--- src/rtl/mdio_pkg.sv ---
// mdio_pkg: shared opcodes, FSM states, register map and reset values for the MDIO responder
package mdio_pkg;
    typedef enum logic [2:0] {HUNT, ST, OP, PHYAD, REGAD, TA, RDATA, WDATA} state_t;
    localparam logic [1:0] OP_RD = 2'b10;
    localparam logic [1:0] OP_WR = 2'b01;
    localparam logic [4:0] REG_CTRL = 5'd0;
    localparam logic [4:0] REG_STAT = 5'd1;
    localparam logic [4:0] REG_ID1 = 5'd2;
    localparam logic [4:0] REG_ID2 = 5'd3;
    localparam logic [4:0] REG_MMD_CTL = 5'd13;
    localparam logic [4:0] REG_MMD_DATA = 5'd14;
    localparam logic [4:0] REG_PHYCTL = 5'd31;
    localparam logic [15:0] CTRL_RST = 16'h1140;
    localparam logic [15:0] CTRL_SC = 16'h8200;
    localparam logic [15:0] STAT_BASE = 16'h7949 | 16'h0020;
    localparam logic [31:0][15:0] RF_RST = {{31{16'h0000}}, CTRL_RST};
    function automatic logic is_ro(input logic [4:0] a);
        return a inside {REG_STAT, REG_ID1, REG_ID2, REG_PHYCTL};
    endfunction
endpackage

--- src/rtl/mdio_responder_if.sv ---
// mdio_responder_if: MDC/MDIO pin bundle between station-management initiator and PHY target
interface mdio_responder_if;
    logic mdc;
    logic mdio_i;
    logic mdio_o;
    logic mdio_oe;
    modport master (output mdc, output mdio_i, input mdio_o, input mdio_oe);
    modport slave (input mdc, input mdio_i, output mdio_o, output mdio_oe);
endinterface

--- src/rtl/mdio_sync_edge.sv ---
// mdio_sync_edge: synchronizes MDC/MDIO into the system clock and flags MDC rising edges
module mdio_sync_edge (
    input  logic clock,
    input  logic reset_n,
    input  logic mdc,
    input  logic mdio_i,
    output logic mdc_rise,
    output logic mdio_s
);
    logic [2:0] mdc_q, mdc_d;
    logic [1:0] dat_q, dat_d;
    always_comb begin
        mdc_d = {mdc_q[1:0], mdc};
        dat_d = {dat_q[0], mdio_i};
    end
    always_ff @(posedge clock or negedge reset_n)
        if (!reset_n) begin
            mdc_q <= '0;
            dat_q <= '0;
        end else begin
            mdc_q <= mdc_d;
            dat_q <= dat_d;
        end
    assign mdc_rise = mdc_q[1] & ~mdc_q[2];
    assign mdio_s = dat_q[1];
endmodule

--- src/rtl/mdio_responder.sv ---
// mdio_responder: Clause-22 MDIO target with 32x16 register file and reg 13/14 MMD indirect decode
module mdio_responder
    import mdio_pkg::*;
#(
    parameter logic [4:0]  PHY_ADDR = 5'd0,
    parameter logic [15:0] PHY_ID1 = 16'h0022,
    parameter logic [15:0] PHY_ID2 = 16'h1620,
    parameter int          PRE_LEN = 32
) (
    input  logic        clock,
    input  logic        reset_n,
    mdio_responder_if.slave mdio,
    input  logic        link_up,
    input  logic [1:0]  speed_in,
    input  logic        duplex_in,
    output logic        reg_wr,
    output logic [4:0]  reg_addr,
    output logic [15:0] reg_data,
    output logic        mmd_wr,
    output logic [4:0]  mmd_devad,
    output logic [15:0] mmd_regad,
    output logic [15:0] mmd_data,
    output logic        an_restart
);
    localparam int PW = $clog2(PRE_LEN + 1);
    localparam logic [PW-1:0] PRE_MAX = PW'(PRE_LEN);
    logic mdc_rise, mdio_s;
    mdio_sync_edge u_sync (
        .clock(clock), .reset_n(reset_n), .mdc(mdio.mdc), .mdio_i(mdio.mdio_i),
        .mdc_rise(mdc_rise), .mdio_s(mdio_s)
    );
    state_t state_q, state_d;
    logic [PW-1:0] pre_q, pre_d;
    logic [4:0] cnt_q, cnt_d, phy_q, phy_d, regad_q, regad_d;
    logic [1:0] op_q, op_d;
    logic [15:0] sh_q, sh_d;
    logic oe_q, oe_d, o_q, o_d;
    logic [31:0][15:0] rf_q, rf_d;
    logic reg_wr_q, reg_wr_d, mmd_wr_q, mmd_wr_d, an_restart_q, an_restart_d;
    logic [4:0] reg_addr_q, reg_addr_d, mmd_devad_q, mmd_devad_d;
    logic [15:0] reg_data_q, reg_data_d, mmd_regad_q, mmd_regad_d, mmd_data_q, mmd_data_d;
    logic [15:0] wdata, rd_val;
    logic [1:0] mmd_mode;
    logic ours, is_rd, last;
    assign wdata = {sh_q[14:0], mdio_s};
    assign is_rd = op_q == OP_RD;
    assign ours = phy_q == PHY_ADDR && (is_rd || op_q == OP_WR);
    assign last = cnt_q == 5'd16;
    assign mmd_mode = rf_q[REG_MMD_CTL][15:14];
    assign rd_val = regad_q == REG_STAT ? (STAT_BASE | (16'(link_up) << 2)) :
                    regad_q == REG_ID1 ? PHY_ID1 :
                    regad_q == REG_ID2 ? PHY_ID2 :
                    regad_q == REG_PHYCTL ? {9'b0, speed_in, 1'b0, duplex_in, 3'b0} : rf_q[regad_q];
    always_comb begin
        state_d = state_q; pre_d = pre_q; cnt_d = cnt_q; op_d = op_q; phy_d = phy_q;
        regad_d = regad_q; sh_d = sh_q; oe_d = oe_q; o_d = o_q; rf_d = rf_q;
        reg_wr_d = 1'b0; reg_addr_d = reg_addr_q; reg_data_d = reg_data_q;
        mmd_wr_d = 1'b0; mmd_devad_d = mmd_devad_q; mmd_regad_d = mmd_regad_q;
        mmd_data_d = mmd_data_q; an_restart_d = 1'b0;
        if (mdc_rise) begin
            case (state_q)
                HUNT: begin
                    pre_d = mdio_s ? (pre_q == PRE_MAX ? pre_q : pre_q + 1'b1) : '0;
                    state_d = (!mdio_s && pre_q == PRE_MAX) ? ST : HUNT;
                end
                ST: begin
                    state_d = mdio_s ? OP : HUNT;
                    cnt_d = '0;
                end
                OP: begin
                    op_d = {op_q[0], mdio_s};
                    cnt_d = cnt_q == 5'd1 ? '0 : cnt_q + 1'b1;
                    state_d = cnt_q == 5'd1 ? PHYAD : OP;
                end
                PHYAD: begin
                    phy_d = {phy_q[3:0], mdio_s};
                    cnt_d = cnt_q == 5'd4 ? '0 : cnt_q + 1'b1;
                    state_d = cnt_q == 5'd4 ? REGAD : PHYAD;
                end
                REGAD: begin
                    regad_d = {regad_q[3:0], mdio_s};
                    cnt_d = cnt_q == 5'd4 ? '0 : cnt_q + 1'b1;
                    state_d = cnt_q != 5'd4 ? REGAD : ours ? TA : HUNT;
                end
                TA: begin
                    cnt_d = cnt_q == 5'd0 ? 5'd1 : '0;
                    if (cnt_q == 5'd0) sh_d = is_rd ? rd_val : sh_q;
                    else begin
                        state_d = is_rd ? RDATA : WDATA;
                        oe_d = is_rd;
                        o_d = 1'b0;
                    end
                end
                // the hold rise doubles as the first preamble bit of the next frame
                RDATA: begin
                    oe_d = !last;
                    o_d = last ? 1'b0 : sh_q[15];
                    sh_d = {sh_q[14:0], 1'b0};
                    cnt_d = last ? '0 : cnt_q + 1'b1;
                    state_d = last ? HUNT : RDATA;
                    pre_d = last ? PW'(mdio_s) : pre_q;
                end
                WDATA: begin
                    sh_d = wdata;
                    cnt_d = cnt_q == 5'd15 ? '0 : cnt_q + 1'b1;
                    if (cnt_q == 5'd15) begin
                        state_d = HUNT;
                        reg_wr_d = 1'b1;
                        reg_addr_d = regad_q;
                        reg_data_d = wdata;
                        if (regad_q == REG_CTRL) begin
                            an_restart_d = wdata[9];
                            rf_d[REG_CTRL] = wdata & ~CTRL_SC;
                            if (wdata[15]) rf_d = RF_RST;
                        end else if (!is_ro(regad_q)) rf_d[regad_q] = wdata;
                        if (regad_q == REG_MMD_DATA) begin
                            mmd_devad_d = rf_q[REG_MMD_CTL][4:0];
                            mmd_wr_d = mmd_mode != 2'b00;
                            mmd_data_d = mmd_mode != 2'b00 ? wdata : mmd_data_q;
                            mmd_regad_d = mmd_mode == 2'b00 ? wdata :
                                          mmd_mode[1] ? mmd_regad_q + 1'b1 : mmd_regad_q;
                        end
                    end
                end
            endcase
        end
    end
    always_ff @(posedge clock or negedge reset_n)
        if (!reset_n) begin
            state_q <= HUNT; pre_q <= '0; cnt_q <= '0; op_q <= '0; phy_q <= '0;
            regad_q <= '0; sh_q <= '0; oe_q <= 1'b0; o_q <= 1'b0; rf_q <= RF_RST;
            reg_wr_q <= 1'b0; reg_addr_q <= '0; reg_data_q <= '0;
            mmd_wr_q <= 1'b0; mmd_devad_q <= '0; mmd_regad_q <= '0; mmd_data_q <= '0;
            an_restart_q <= 1'b0;
        end else begin
            state_q <= state_d; pre_q <= pre_d; cnt_q <= cnt_d; op_q <= op_d; phy_q <= phy_d;
            regad_q <= regad_d; sh_q <= sh_d; oe_q <= oe_d; o_q <= o_d; rf_q <= rf_d;
            reg_wr_q <= reg_wr_d; reg_addr_q <= reg_addr_d; reg_data_q <= reg_data_d;
            mmd_wr_q <= mmd_wr_d; mmd_devad_q <= mmd_devad_d; mmd_regad_q <= mmd_regad_d;
            mmd_data_q <= mmd_data_d; an_restart_q <= an_restart_d;
        end
    assign mdio.mdio_o = o_q;
    assign mdio.mdio_oe = oe_q;
    assign reg_wr = reg_wr_q;
    assign reg_addr = reg_addr_q;
    assign reg_data = reg_data_q;
    assign mmd_wr = mmd_wr_q;
    assign mmd_devad = mmd_devad_q;
    assign mmd_regad = mmd_regad_q;
    assign mmd_data = mmd_data_q;
    assign an_restart = an_restart_q;
endmodule

--- src/flat_wrapper.sv ---
// flat-port wrapper written by rule: the top's interface ports become plain ports
module mdio_responder_flat import mdio_pkg::*;
#(
    parameter logic [4:0]  PHY_ADDR = 5'd0,
    parameter logic [15:0] PHY_ID1 = 16'h0022,
    parameter logic [15:0] PHY_ID2 = 16'h1620,
    parameter int          PRE_LEN = 32
)
  (clock, reset_n, link_up, speed_in, duplex_in, reg_wr, reg_addr, reg_data, mmd_wr, mmd_devad, mmd_regad, mmd_data, an_restart, mdio_mdc, mdio_mdio_i, mdio_mdio_o, mdio_mdio_oe);
  mdio_responder_if mdio_i ();
  input  logic clock;
  input  logic reset_n;
  input  logic link_up;
  input  logic [1:0] speed_in;
  input  logic duplex_in;
  output logic reg_wr;
  output logic [4:0] reg_addr;
  output logic [15:0] reg_data;
  output logic mmd_wr;
  output logic [4:0] mmd_devad;
  output logic [15:0] mmd_regad;
  output logic [15:0] mmd_data;
  output logic an_restart;
  input wire logic [$bits(mdio_i.mdc)-1:0] mdio_mdc;
  input wire logic [$bits(mdio_i.mdio_i)-1:0] mdio_mdio_i;
  output wire logic [$bits(mdio_i.mdio_o)-1:0] mdio_mdio_o;
  output wire logic [$bits(mdio_i.mdio_oe)-1:0] mdio_mdio_oe;
  assign mdio_i.mdc = mdio_mdc;
  assign mdio_i.mdio_i = mdio_mdio_i;
  assign mdio_mdio_o = mdio_i.mdio_o;
  assign mdio_mdio_oe = mdio_i.mdio_oe;
  mdio_responder #(.PHY_ADDR(PHY_ADDR), .PHY_ID1(PHY_ID1), .PHY_ID2(PHY_ID2), .PRE_LEN(PRE_LEN)) u_core (.clock(clock), .reset_n(reset_n), .mdio(mdio_i), .link_up(link_up), .speed_in(speed_in), .duplex_in(duplex_in), .reg_wr(reg_wr), .reg_addr(reg_addr), .reg_data(reg_data), .mmd_wr(mmd_wr), .mmd_devad(mmd_devad), .mmd_regad(mmd_regad), .mmd_data(mmd_data), .an_restart(an_restart));
endmodule
--- config.mk ---
export PLATFORM = sky130hd
export DESIGN_NAME = mdio_responder_flat
export DESIGN_NICKNAME = d
export VERILOG_FILES = /design/src/rtl/mdio_pkg.sv /design/src/rtl/mdio_responder_if.sv /design/src/rtl/mdio_sync_edge.sv /design/src/rtl/mdio_responder.sv /design/src/flat_wrapper.sv
export SDC_FILE = /design/constraint.sdc
export NUM_CORES = 1
export LEC_CHECK = 0
export CAP_MARGIN = 5
export CORE_ASPECT_RATIO = 1.5
export CORE_UTILIZATION = 40
export DETAILED_ROUTE_END_ITERATION = 7
export GPL_TIMING_DRIVEN = 0
export MAX_ROUTING_LAYER = met4
export PLACE_DENSITY = 0.56
export SKIP_CTS_REPAIR_TIMING = 1
export SLEW_MARGIN = 20
export SYNTH_ARGS = -nofsm -noshare
export SYNTH_HDL_FRONTEND = slang
export SYNTH_SLANG_ARGS = --single-unit
--- constraint.sdc ---
create_clock -name clock -period 3.45 [get_ports clock]
set_clock_uncertainty 0.15 [all_clocks]
set_input_delay 0.5175 -clock clock [delete_from_list [all_inputs] [get_ports clock]]
set_output_delay 0.5175 -clock clock [all_outputs]
set_load 0.03 [all_outputs]
==> impl_metrics.toml, run 1 <==
[status]
status = "finished, violations left"
violations = "setup timing"

[synthesis]
synth.most_common_cell = "dfrtp_1"
synth_compound_area_share_pct = 14.0
syn_area_mm2 = 0.0282
syn-instance-count = 2656
synth_top_area_share_pct = 54.7
synth_adder_area_share_pct = 0.399
synthSimpleGateAreaFrac_pct = 15.2
synthArstFlopShare_pct = 100
synthMuxAreaShare_pct = 11.2
synth_warnings = 0
synth_top_family_by_area = "simple AND/OR/NAND/NOR gates"
synth-edff-count = 0
yosysSeqAreaShare_pct = 55.0
yosysUniqueCellTypes = 80
syn_nets = 2673
synth_flop_cell = "dfrtp_1"
synth.avg_cell_area_um2 = 10.6
synth_area_leaders = "dfrtp_1 (55%), mux4_2 (8.9%), o21ai_0 (7.9%)"
yosys_register_bits = 620
synth_common_cells = "dfrtp_1 (617), o21ai_0 (444), nand2_1 (388)"
post-synth-top-area-cell = "dfrtp_1"
synthXorXnorAreaFrac_pct = 0

[drt]
first_iter_violations = 2782
via_per_inst = 6.31
wl_per_cell_um = 32.3
wl_um = 121000
drc = 0
vias = 23700
first_pass_iters = 7
antenna_left = 0

[placed_design]
placed_area_mm2 = 0.0303
post-dp-hpwl_um = 86600
port_buffers = 70
globalplace.congestion = 1.05
pre_cts_ws_ns = -0.263

[sta]
grt_setup_unrepaired = "true"
tightest_slew_ns = 1.27
fmaxAchievable_mhz = 285
period_minus_slack_ns = 3.50
finalMaxSlewViolations = 0
slew_headroom_pct = 15.5
setup_slack_ns = -0.0546
setup_viol = 1
finalSetupTns_ns = -0.0546
hold_violations = 0
period_share_pct = 102

[setup_path]
rr_startpoint = "u_core.regad_q[1]"
cp.arrival_ns = 3.87
start_kind = "flip-flop"
crit_start = "u_core.regad_q[1]"
path_class = "flip-flop to flip-flop"
cp.required_ns = 3.82
critPathMaxFanout = 10
endpoint_kind = "flip-flop"

[cts]
cts_max_level = 2
cts_tree = "yes"
cts_root_buf = "clkbuf_16"
cts_buffer_depth = 3
numCtsBuffers = 60
path_clk_slew_ns = 0.07
clock-sinks = 620
worstSkewPairLatency_ns = 0.67

[die]
coreArea_mm2 = 0.0694
num_rows = 118
fp.dieW_um = 219
fp.dieArea_mm2 = 0.0716
initial_core_util_pct = 40.7
die_y_um = 327
ios = 71

[global_route]
grt_max_degree = 106
groute.usage.overall_pct = 35.5
grt_pass1_vias = 23300
globalRouteOverflowTotal = 0
grt_pass1_wl_um = 174000
antenna_found_initial = 3

[power]
pwr_density_cell_mw_per_mm2 = 458
finalPower_mw = 14.9
p_leak_nw = 13.7
vdd_drop_max_mv = 0.449

[worst_hold_path]
min_path_type = "primary input to flip-flop"
hp-start = "mdio_mdc"

[final_layout]
syn_to_final_growth_pct = 15.6
final_nets = 2815
fin_area_mm2 = 0.0326
layout-drive-gt1-share_pct = 14.3

[flow_run]
drv_cap = 0
==> kinds of logic after synthesis <==
logic type	Yosys count
AO/OA/AOI/OAI	684
adder cells (fa/ha/maj)	9
flip-flops	620
multiplexers	172
buffers and inverters	272
AND/OR/NAND/NOR	899
==> critical path, stage by stage (launching register included) <==
cell and delay (ns):
dfrtp_1 0.43, clkbuf_4 0.36, buf_4 0.29, buf_2 0.54
mux4_2 0.40, a22oi_1 0.69, nand4_1 0.26, nand2_1 0.12
a31oi_1 0.08
==> sequential cells by signal, indices dropped and copies added, names as in the netlist <==
name                 flops
u_core.mmd_data         16
u_core.rf_q            508
u_core.cnt_q             5
u_core.pre_q             6
u_core.mmd_devad         5
u_core.regad_q           5
u_core.sh_q             16
u_core.reg_data         16
u_core.u_sync.dat_q      2
u_core.mdio.mdio_oe      1
u_core.state_q           3
u_core.u_sync.mdc_q      3
u_core.mmd_wr            1
u_core.mmd_mode          2
u_core.op_q              2
u_core.phy_q             5
u_core.mmd_regad        16
u_core.reg_addr          5
u_core.an_restart        1
u_core.reg_wr            1
u_core.mdio.mdio_o       1
==> cells in the final DEF, fill, tap and decap left out, types with 11 or more instances in the layout <==
| cell type | count |
|---|---|
| dfrtp_1 | 617 |
| o21ai_0 | 444 |
| nand2_1 | 388 |
| nand3_1 | 280 |
| clkbuf_1 | 142 |
| mux4_2 | 111 |
| clkdlybuf4s50_1 | 69 |
| buf_2 | 67 |
| clkbuf_16 | 62 |
| a21oi_1 | 49 |
| nor2_1 | 48 |
| nor2b_1 | 40 |
| a22oi_1 | 39 |
| and2_1 | 38 |
| mux2i_1 | 25 |
| nand2b_1 | 24 |
| mux2_2 | 24 |
| o31ai_1 | 24 |
| a22o_1 | 21 |
| inv_1 | 20 |
| nor3_1 | 19 |
| o21ai_1 | 16 |
| o22ai_1 | 16 |
| clkbuf_2 | 15 |
| buf_6 | 12 |
| buf_4 | 11 |
| clkbuf_8 | 11 |
| bufinv_16 | 11 |
==> metal layers <==
metal	global-route usage [%]	vias to the layer above	share of wire [%]
met5	-	-	0
met4	28.8	0	9.7
met3	6.66	415	7.3
met2	54.7	1289	47
met1	40.1	12200	36
li1	-	9787	-
==> through the flow <==
stage,utilization [%],hold slack (ns),instances
final,47.0,0.155,3753
after CTS,46.8,-0.410,3746
after global placement,43.3,0.195,3626
after detailed placement,43.6,0.203,3634
after floorplan,-,0.0719,2656
after global routing,47.0,0.144,3751
==> area by class of cell <==
type,count,area [µm²]
fill,6536,36800
sequential,620,15500
multi-input combinational,1764,11500
clock buffer,82,1740
buffer,250,1190
tap,900,1130
timing repair buffer,81,947
clock inverter,30,463
inverter,21,78.8
antenna,5,12.5
==> power breakdown <==
part	switching [mW]	total (mW)	internal, mW
Combinational	0.172	0.215	0.0430
Clock	3.09	7.44	4.35
Sequential	0.00709	7.28	7.28
Total	3.27	14.9	11.7
==> path summary, 6_finish.rpt <==
kind / to / slack (ns) / cells past startpoint
setup / recovery: u_core.sh_q[3] / -0.05 / 8
hold / removal: u_core.u_sync.mdc_q[0] / 0.16 / 1
setup reg to reg: u_core.sh_q[3] / -0.05 / 8
hold reg to reg: u_core.u_sync.dat_q[1] / 0.21 / 0
max in group asynchronous: u_core.rf_q[79] / 0.92 / 6
min in group asynchronous: u_core.reg_data[14] / 0.20 / 2
Note: power is estimated with default switching activity, not from simulation.
==> run 2, diff against run 1 <==
Settings changed: DONT_BUFFER_PORTS from default to 1, PLACE_DENSITY 0.56 to 0.54.
==> run 2 against run 1 <==
The run ends with hold timing, slew limit, setup timing left; wire length rose by 0.51%; critical path depth unchanged; non-clock buffer count decreased by 75; clock power down 0.9%; first-iteration DRC count down 12%; fmax is 1.5% lower; critical endpoint is now u_core.sh_q[8]; largest power group unchanged; highest routed layer unchanged.
==> impl_metrics.toml, run 2 (synthesis gave the netlist of run 1 again) <==
[setup_path]
start_kind = "flip-flop"
cp.arrival_ns = 3.94
critPathMaxStageDelay_ns = 0.61
rr_startpoint = "u_core.regad_q[1]"
cp.buffers_inverters = 3
endpoint_kind = "flip-flop"
cpMaxStageDelayCell = "buf_2"
path_cells = "clkbuf_4, buf_4, buf_2, mux4_2, a22oi_1, nand4_1, a21oi_1, o22ai_1"
r2r_slack_ns = -0.11
critPathMaxFanout = 10
path_class = "flip-flop to flip-flop"
cp.required_ns = 3.83
reg2reg_depth = 8
crit_family = "buffers and inverters"
r2r_end = "u_core.sh_q[8]"

[placed_design]
globalplace.congestion = 0.998
post-dp-hpwl_um = 85400
port_buffers = 0
placed_area_mm2 = 0.0294

[sta]
fmaxAchievable_mhz = 281
hold_violations = 344
period_share_pct = 103
tightest_slew_ns = 3.54
setup_viol = 3
grt_setup_unrepaired = "false"
whs_ns = -0.591
setup_slack_ns = -0.108
slew_headroom_pct = -136
period_minus_slack_ns = 3.56
finalMaxSlewViolations = 379

[drt]
first_pass_iters = 5
via_per_inst = 6.28
vias = 23100
drc = 0
wl_per_cell_um = 33.1
first_iter_violations = 2453
wl_um = 122000
antenna_left = 0

[cts]
clock-sinks = 620
cts_root_buf = "clkbuf_16"
cts_max_level = 2
worstSkewPairLatency_ns = 0.67
path_clk_slew_ns = 0.07
cts_tree = "yes"
cts_buffer_depth = 3
numCtsBuffers = 60

[die]
ios = 71
fp.dieW_um = 219
coreArea_mm2 = 0.0694
fp.dieArea_mm2 = 0.0716
num_rows = 118
initial_core_util_pct = 40.7
die_y_um = 327

[final_layout]
fin_area_mm2 = 0.0317
largest_reg_flops = 508
final_nets = 2740
layout-drive-gt1-share_pct = 14.4
final_cell_mix = "dfrtp_1 (617), o21ai_0 (444), nand2_1 (388), nand3_1 (281), clkbuf_1 (141)"
syn_to_final_growth_pct = 12.3
top_register = "u_core.rf_q"
final_common_cell = "dfrtp_1"

[global_route]
grt_pass1_wl_um = 172000
grt_max_degree = 621
grt_pass1_vias = 22500
antenna_found_initial = 4
groute.usage.overall_pct = 35.3
globalRouteOverflowTotal = 0

[power]
pwr_density_cell_mw_per_mm2 = 464
p_leak_nw = 13.4
vdd_drop_max_mv = 0.424

[status]
violations = "hold timing, slew limit, setup timing"
status = "finished, violations left"

[worst_hold_path]
min_path_type = "primary input to async pin"

[flow_run]
drv_cap = 0
[run 2: changes by cell type in the layout (fill, tap and decap cells not counted), moves of 2 or more]
cell and change:
clkdlybuf4s50_1 -69, buf_16 -7, clkinvlp_4 -4, buf_4 +3, clkinv_2 +3, inv_6 +2
[run 2: cell type report]
class | instances | area [µm²]
clock buffers | 81 | 1720
inverters | 21 | 78.8
multi-input cells | 1764 | 11500
plain buffers | 251 | 1200
fillers | 6606 | 37700
well taps | 900 | 1130
flip-flops and latches | 620 | 15500
clock inverters | 29 | 440
repair buffers | 5 | 42.5
diodes | 4 | 10.0
[run 2: routing by layer]
layer,vias to the layer above,GRT usage (%),routed length [µm]
li1,9647,-,-
met1,11900,40.1,43700
met2,1184,54.7,57300
met3,392,7.06,9150
met4,0,27.2,11700
met5,-,-,0
[run 2: where the power goes]
group | switching, mW | leakage (nW) | internal, mW
combinational | 0.0231 | 3.68 | 0.0137
clock | 3.06 | 1.07 | 4.31
sequential | 0.00754 | 8.63 | 7.28
total | 3.09 | 13.4 | 11.6
[run 2: how the worst max path moves through the flow]
stage / from / endpoint / slack, ns / cells after the start
2_1_floorplan: u_core.cnt_q[0] / u_core.mmd_data[12] / 0.94 / 9
3_3_place_gp: u_core.regad_q[1] / u_core.sh_q[13] / -0.72 / 8
3_5_place_dp: u_core.regad_q[1] / u_core.sh_q[8] / -0.50 / 8
4_1_cts: u_core.regad_q[1] / u_core.sh_q[8] / -0.53 / 8
5_1_grt: u_core.regad_q[0] / u_core.sh_q[11] / 0.006 / 9
6_report: u_core.regad_q[1] / u_core.sh_q[8] / -0.11 / 8
[run 2: per-stage QoR]
stage	setup slack (ns)	util (%)	power (mW)	instances	TNS, ns
finish	-0.108	45.7	14.7	3675	-0.248
global route	0.00596	45.7	15.0	3674	0
CTS	-0.525	45.4	14.7	3667	-2.91
detailed placement	-0.503	42.3	7.46	3557	-2.32
global placement	-0.717	42.3	7.45	3556	-29.83
floorplan	0.944	-	7.44	2656	0
==> patch 1: new RTL, config.mk and constraints of run 2 <==
`PRE_LEN` is set to 32 in 2 places; all go to 16.
--- a/src/rtl/mdio_responder.sv
+++ b/src/rtl/mdio_responder.sv
@@ -7,3 +7,3 @@
     parameter logic [15:0] PHY_ID2 = 16'h1620,
-    parameter int          PRE_LEN = 32
+    parameter int          PRE_LEN = 16
 ) (
--- a/src/flat_wrapper.sv
+++ b/src/flat_wrapper.sv
@@ -6,3 +6,3 @@
     parameter logic [15:0] PHY_ID2 = 16'h1620,
-    parameter int          PRE_LEN = 32
+    parameter int          PRE_LEN = 16
 )
Check against the original RTL: not settled (the Yosys comparison gave no result); the edit may change what the design does.
==> patch 1 against run 2 <==
Sequential cell count stayed put. Non-clock buffer count is 41 lower. Highest routed layer unchanged. Sequential share of layout area rose by 0.14 points. Cell area shrank 0.29%. Global-route usage fell by 2.3 points. Area after synthesis down 0.45%. Wire length decreased by 7.5%. Critical endpoint is now u_core.sh_q[15]$_DFFE_PN0P_. Setup slack improved by 0.012 ns. The run ends with setup timing left. Count of clock-buffer cells in the layout grew 9.
Power is not compared: it rests on default switching activity, and its combinational part moved more than twofold at a synthesized area within 25%.
==> patch 1: results (changes against run 2) <==
Detailed routing
  – Met3 WL: 6650 µm (-27%)
  – M1 WL: 42000 µm (-3.9%)
  – Met2 routed WL: 54800 µm (-4.5%)
  – DRT Pass-1 Iters: 6 (+1)
  – Drt initial violations: 2284 (-6.9%)
  – Drt wl/cell: 34.3 µm (+3.3%)

STA
  – Worst Max-Slew Pin Slew: 1.14 ns (-2.40 ns)
  – Setup violations, final: 4 (+1)
  – Setup WS post-layout: -0.0966 ns (+0.0117 ns)

Cells and area
  – Diode count: 0 (-4)
  – Layout Cells excl Fill: 3289 (-11%)
  – Nets: 2356 (-14%)
  – Max FFs per register: 509 (+0.20%)
  – Share of layout cells above drive strength 1: 18.0% (+3.6 points)

Logic synthesis
  – Top post-synthesis cells by count: dfrtp_1 (617), nand2_1 (268), a22o_1 (250), o2bb2ai_1 (160), clkbuf_1 (115)
  – Synth top area cells: dfrtp_1 (55%), mux4_2 (9.1%), a22o_1 (7.8%), o2bb2ai_1 (5.0%), nand2_1 (3.6%)
  – Syn avg cell area: 12.4 µm² (+16%)
  – Mux cell area share after synthesis: 11.6% (+0.41 points)
  – Area share of fa/ha/maj cells after synthesis: 0.401% (+0.0018 points)
  – Synth unique cells: 78 (-2.5%)

Placement
  – Last weighted congestion value of the routability-driven placer: 1.00 (+0.23%)
  – DP Wirelength: 79800 µm (-6.6%)

GRT
  – Met1 usage: 37.5% (-2.6 points)
  – First-pass GRT wire length: 163000 µm (-5.1%)
  – Vias in the first global route: 21900 (-2.5%)
  – Antenna violations before repair: 1 (-3)

Worst setup path
  – Reg2reg start: u_core.regad_q[0]$_DFFE_PN0P_
  – Crit-path leading delay family: compound AO/OA/AOI/OAI gates
  – Worst Reg2Reg Path Length in Cells: 7 (-1)

Run status
  – Result of the run: finished with violations
  – Failing checks: setup timing
[patch 1: cell types whose count changed in the layout (fill, tap and decap cells not counted), moves of 35 or more]
cell,run 2,this run
o2bb2ai_1,0,160
clkbuf_1,141,106
o21ai_0,444,69
nand2_1,388,260
nand3_1,281,26
a22o_1,21,250
[patch 1: cell families (layout without fill, tap and decap cells)]
logic type,count (synthesis),after routing
AO/OA/AOI/OAI,675,675
adder cells (fa/ha/maj),9,9
buffers and inverters,229,348
flip-flops,620,620
multiplexers,178,178
AND/OR/NAND/NOR,559,559
[patch 1: worst min-delay path, delay by kind of cell]
family,cells,cell delay [ns]
AO/OA/AOI/OAI,2,0.20
multiplexers,1,0.07
[patch 1: cell type report]
cell class                 instances  area, µm²  share of cell area (%)
inverter                          21       78.8                   0.250
sequential                       620      15500                    49.1
timing repair buffer               8        155                   0.491
clock inverter                    22        198                   0.626
multi-input combinational       1421      11700                    37.0
clock buffer                      90       1830                    5.78
buffer                           207        992                    3.14
tap                              900       1130                    3.56
==> patch 2: new RTL, flow settings as in run 2 <==
Without the edit above. `sh_q`, `reg_addr_q`, `reg_data_q` and `mmd_data_q` no longer have a reset.
--- a/src/rtl/mdio_responder.sv
+++ b/src/rtl/mdio_responder.sv
@@ -130,5 +130,5 @@
             state_q <= HUNT; pre_q <= '0; cnt_q <= '0; op_q <= '0; phy_q <= '0;
-            regad_q <= '0; sh_q <= '0; oe_q <= 1'b0; o_q <= 1'b0; rf_q <= RF_RST;
-            reg_wr_q <= 1'b0; reg_addr_q <= '0; reg_data_q <= '0;
-            mmd_wr_q <= 1'b0; mmd_devad_q <= '0; mmd_regad_q <= '0; mmd_data_q <= '0;
+            regad_q <= '0; oe_q <= 1'b0; o_q <= 1'b0; rf_q <= RF_RST;
+            reg_wr_q <= 1'b0; 
+            mmd_wr_q <= 1'b0; mmd_devad_q <= '0; mmd_regad_q <= '0; 
             an_restart_q <= 1'b0;
@@ -136,7 +136,14 @@
             state_q <= state_d; pre_q <= pre_d; cnt_q <= cnt_d; op_q <= op_d; phy_q <= phy_d;
-            regad_q <= regad_d; sh_q <= sh_d; oe_q <= oe_d; o_q <= o_d; rf_q <= rf_d;
-            reg_wr_q <= reg_wr_d; reg_addr_q <= reg_addr_d; reg_data_q <= reg_data_d;
+            regad_q <= regad_d; oe_q <= oe_d; o_q <= o_d; rf_q <= rf_d;
+            reg_wr_q <= reg_wr_d; 
             mmd_wr_q <= mmd_wr_d; mmd_devad_q <= mmd_devad_d; mmd_regad_q <= mmd_regad_d;
-            mmd_data_q <= mmd_data_d; an_restart_q <= an_restart_d;
+            an_restart_q <= an_restart_d;
         end
+
+    always_ff @(posedge clock) begin
+        sh_q       <= sh_d;
+        reg_addr_q <= reg_addr_d;
+        reg_data_q <= reg_data_d;
+        mmd_data_q <= mmd_data_d;
+    end
     assign mdio.mdio_o = o_q;
Function: not settled (the Yosys comparison gave no result); the edit may change what the design does.
==> patch 2 against run 2 <==
The flow finishes with violations (setup timing). Setup slack gained 0.069 ns. Area after synthesis fell by 2.5%. Cell area down 1.3%. Sequential share of layout area is 1.3 points higher. Die area is 2.5% lower. Sequential cell count down 2. First-iteration DRC count shrank 1.3%. Wire length fell by 9.5%. Non-clock buffer count down 48. Utilization grew 0.37 points. Via count fell by 7.9%. Highest routed layer unchanged.
Power is not compared: it rests on default switching activity, and its combinational part moved more than twofold at a synthesized area within 25%.
==> patch 2: results (changes against run 2) <==
GRT
  – Antenna violations before repair: 1 (-3)
  – Largest net degree at the start of global routing: 566 (-8.9%)
  – GR Util All Layers: 32.3% (-3.0 points)
  – M3 GR Usage: 5.11% (-2.0 points)
  – Met2 Resource Use GR: 53.5% (-1.1 points)
  – Met1 usage: 38.2% (-1.9 points)

Cells and area
  – Most flops, register: u_core.rf_q
  – Layout Cells excl Fill: 3328 (-9.4%)
  – Nets: 2403 (-12%)
  – Filler cell count: 6210 (-6.0%)
  – Share of layout cells above drive strength 1: 13.9% (-0.44 points)

STA
  – Setup WS post-layout: -0.0391 ns (+0.0692 ns)
  – Worst Max-Slew Pin Slew: 1.14 ns (-2.40 ns)
  – Setup violations, final: 2 (-1)
  – Setup TNS: -0.0399 ns (+0.208 ns)

Placement
  – DP Wirelength: 79200 µm (-7.2%)
  – DP Cell Count: 3215 (-9.6%)
  – Setup Slack @ Placement: -0.963 ns (-0.460 ns)

Worst setup path
  – Crit path arrival time: 3.74 ns (-0.20 ns)
  – CP Capture Point: u_core.sh_q[0]$_DFFE_PP_
  – Worst Reg2Reg Path Length in Cells: 9 (+1)
  – Critical path's largest stage delay: 0.47 ns (-0.14 ns)
  – CP max stage cell: mux2i_1

Logic synthesis
  – Synth unique cells: 78 (-2.5%)
  – Post-synth EDFFs: 53 (+53)
  – Top post-synthesis cells by count: dfrtp_1 (562), a22o_1 (244), nand2_1 (220), mux2i_1 (219), o2bb2ai_1 (131)
  – Register area share after synthesis: 57.2% (+2.2 points)
  – Asr flop ratio synth: 91.4% (-8.6 points)
  – Synth top area cells: dfrtp_1 (51%), mux2i_1 (8.0%), a22o_1 (7.8%), edfxtp_1 (5.8%), o2bb2ai_1 (4.2%)

Detailed routing
  – DRT Pass-1 Iters: 6 (+1)
  – Met2 routed WL: 54200 µm (-5.5%)
  – Drt initial violations: 2420 (-1.3%)
  – M1 WL: 42300 µm (-3.2%)

Run status
  – Result of the run: finished with violations
  – Failing checks: setup timing

Pwr
  – Leak: 13.0 nW

Min path
  – HP Class: primary input to flop
==> patch 2: cell count changes in the layout (fill, tap and decap cells not counted), moves of 39 or more <==
cell       change
o21ai_0      -387
nand3_1      -257
a22o_1       +223
mux2i_1      +183
nand2_1      -181
o2bb2ai_1    +131
o22ai_1      +101
mux4_2        -95
dfrtp_1       -55
edfxtp_1      +53
clkbuf_1      -51
a22oi_1       -39
==> patch 2: stage by stage <==
stage	total power, mW	hold WS, ns	cell area [µm²]
final	18.3	0.0270	31300
after global routing	18.7	0.0346	31300
after CTS	18.0	-0.616	30700
after detailed placement	11.0	0.0876	28700
after global placement	11.0	0.0841	28600
after floorplan	9.64	0.0719	27500
==> patch 2: cell type report <==
class | count | area, µm² | area share [%]
Antenna cell | 1 | 2.50 | 0.00800
Buffer | 188 | 985 | 3.15
Clock buffer | 82 | 1690 | 5.39
Clock inverter | 29 | 359 | 1.15
Inverter | 16 | 63.8 | 0.204
Multi-Input combinational cell | 1481 | 11000 | 35.3
Sequential cell | 618 | 15700 | 50.3
Tap cell | 892 | 1120 | 3.57
Timing Repair Buffer | 20 | 270 | 0.865
Timing Repair inverter | 1 | 5.00 | 0.0160
==> patch 2: power by group through the flow <==
stage	combinational (mW)	clock, mW	sequential (mW)
floorplan	1.89	0	7.75
detailed placement	3.20	0	7.83
finish	3.58	7.03	7.71
global route	3.66	7.34	7.72
CTS	3.21	7.09	7.70
global placement	3.20	0	7.83
==> patch 2: cell families (layout without fill, tap and decap cells) <==
family          Yosys count  count (layout)  synth area share (%)
compound gates          715             715                  19.7
mux                     249             249                  9.85
buf+inv                 220             336                  3.43
flops                   618             618                  57.2
fa+ha+maj                 9               9                 0.409
other cells               0               1                     0
simple gates            508             508                  9.40
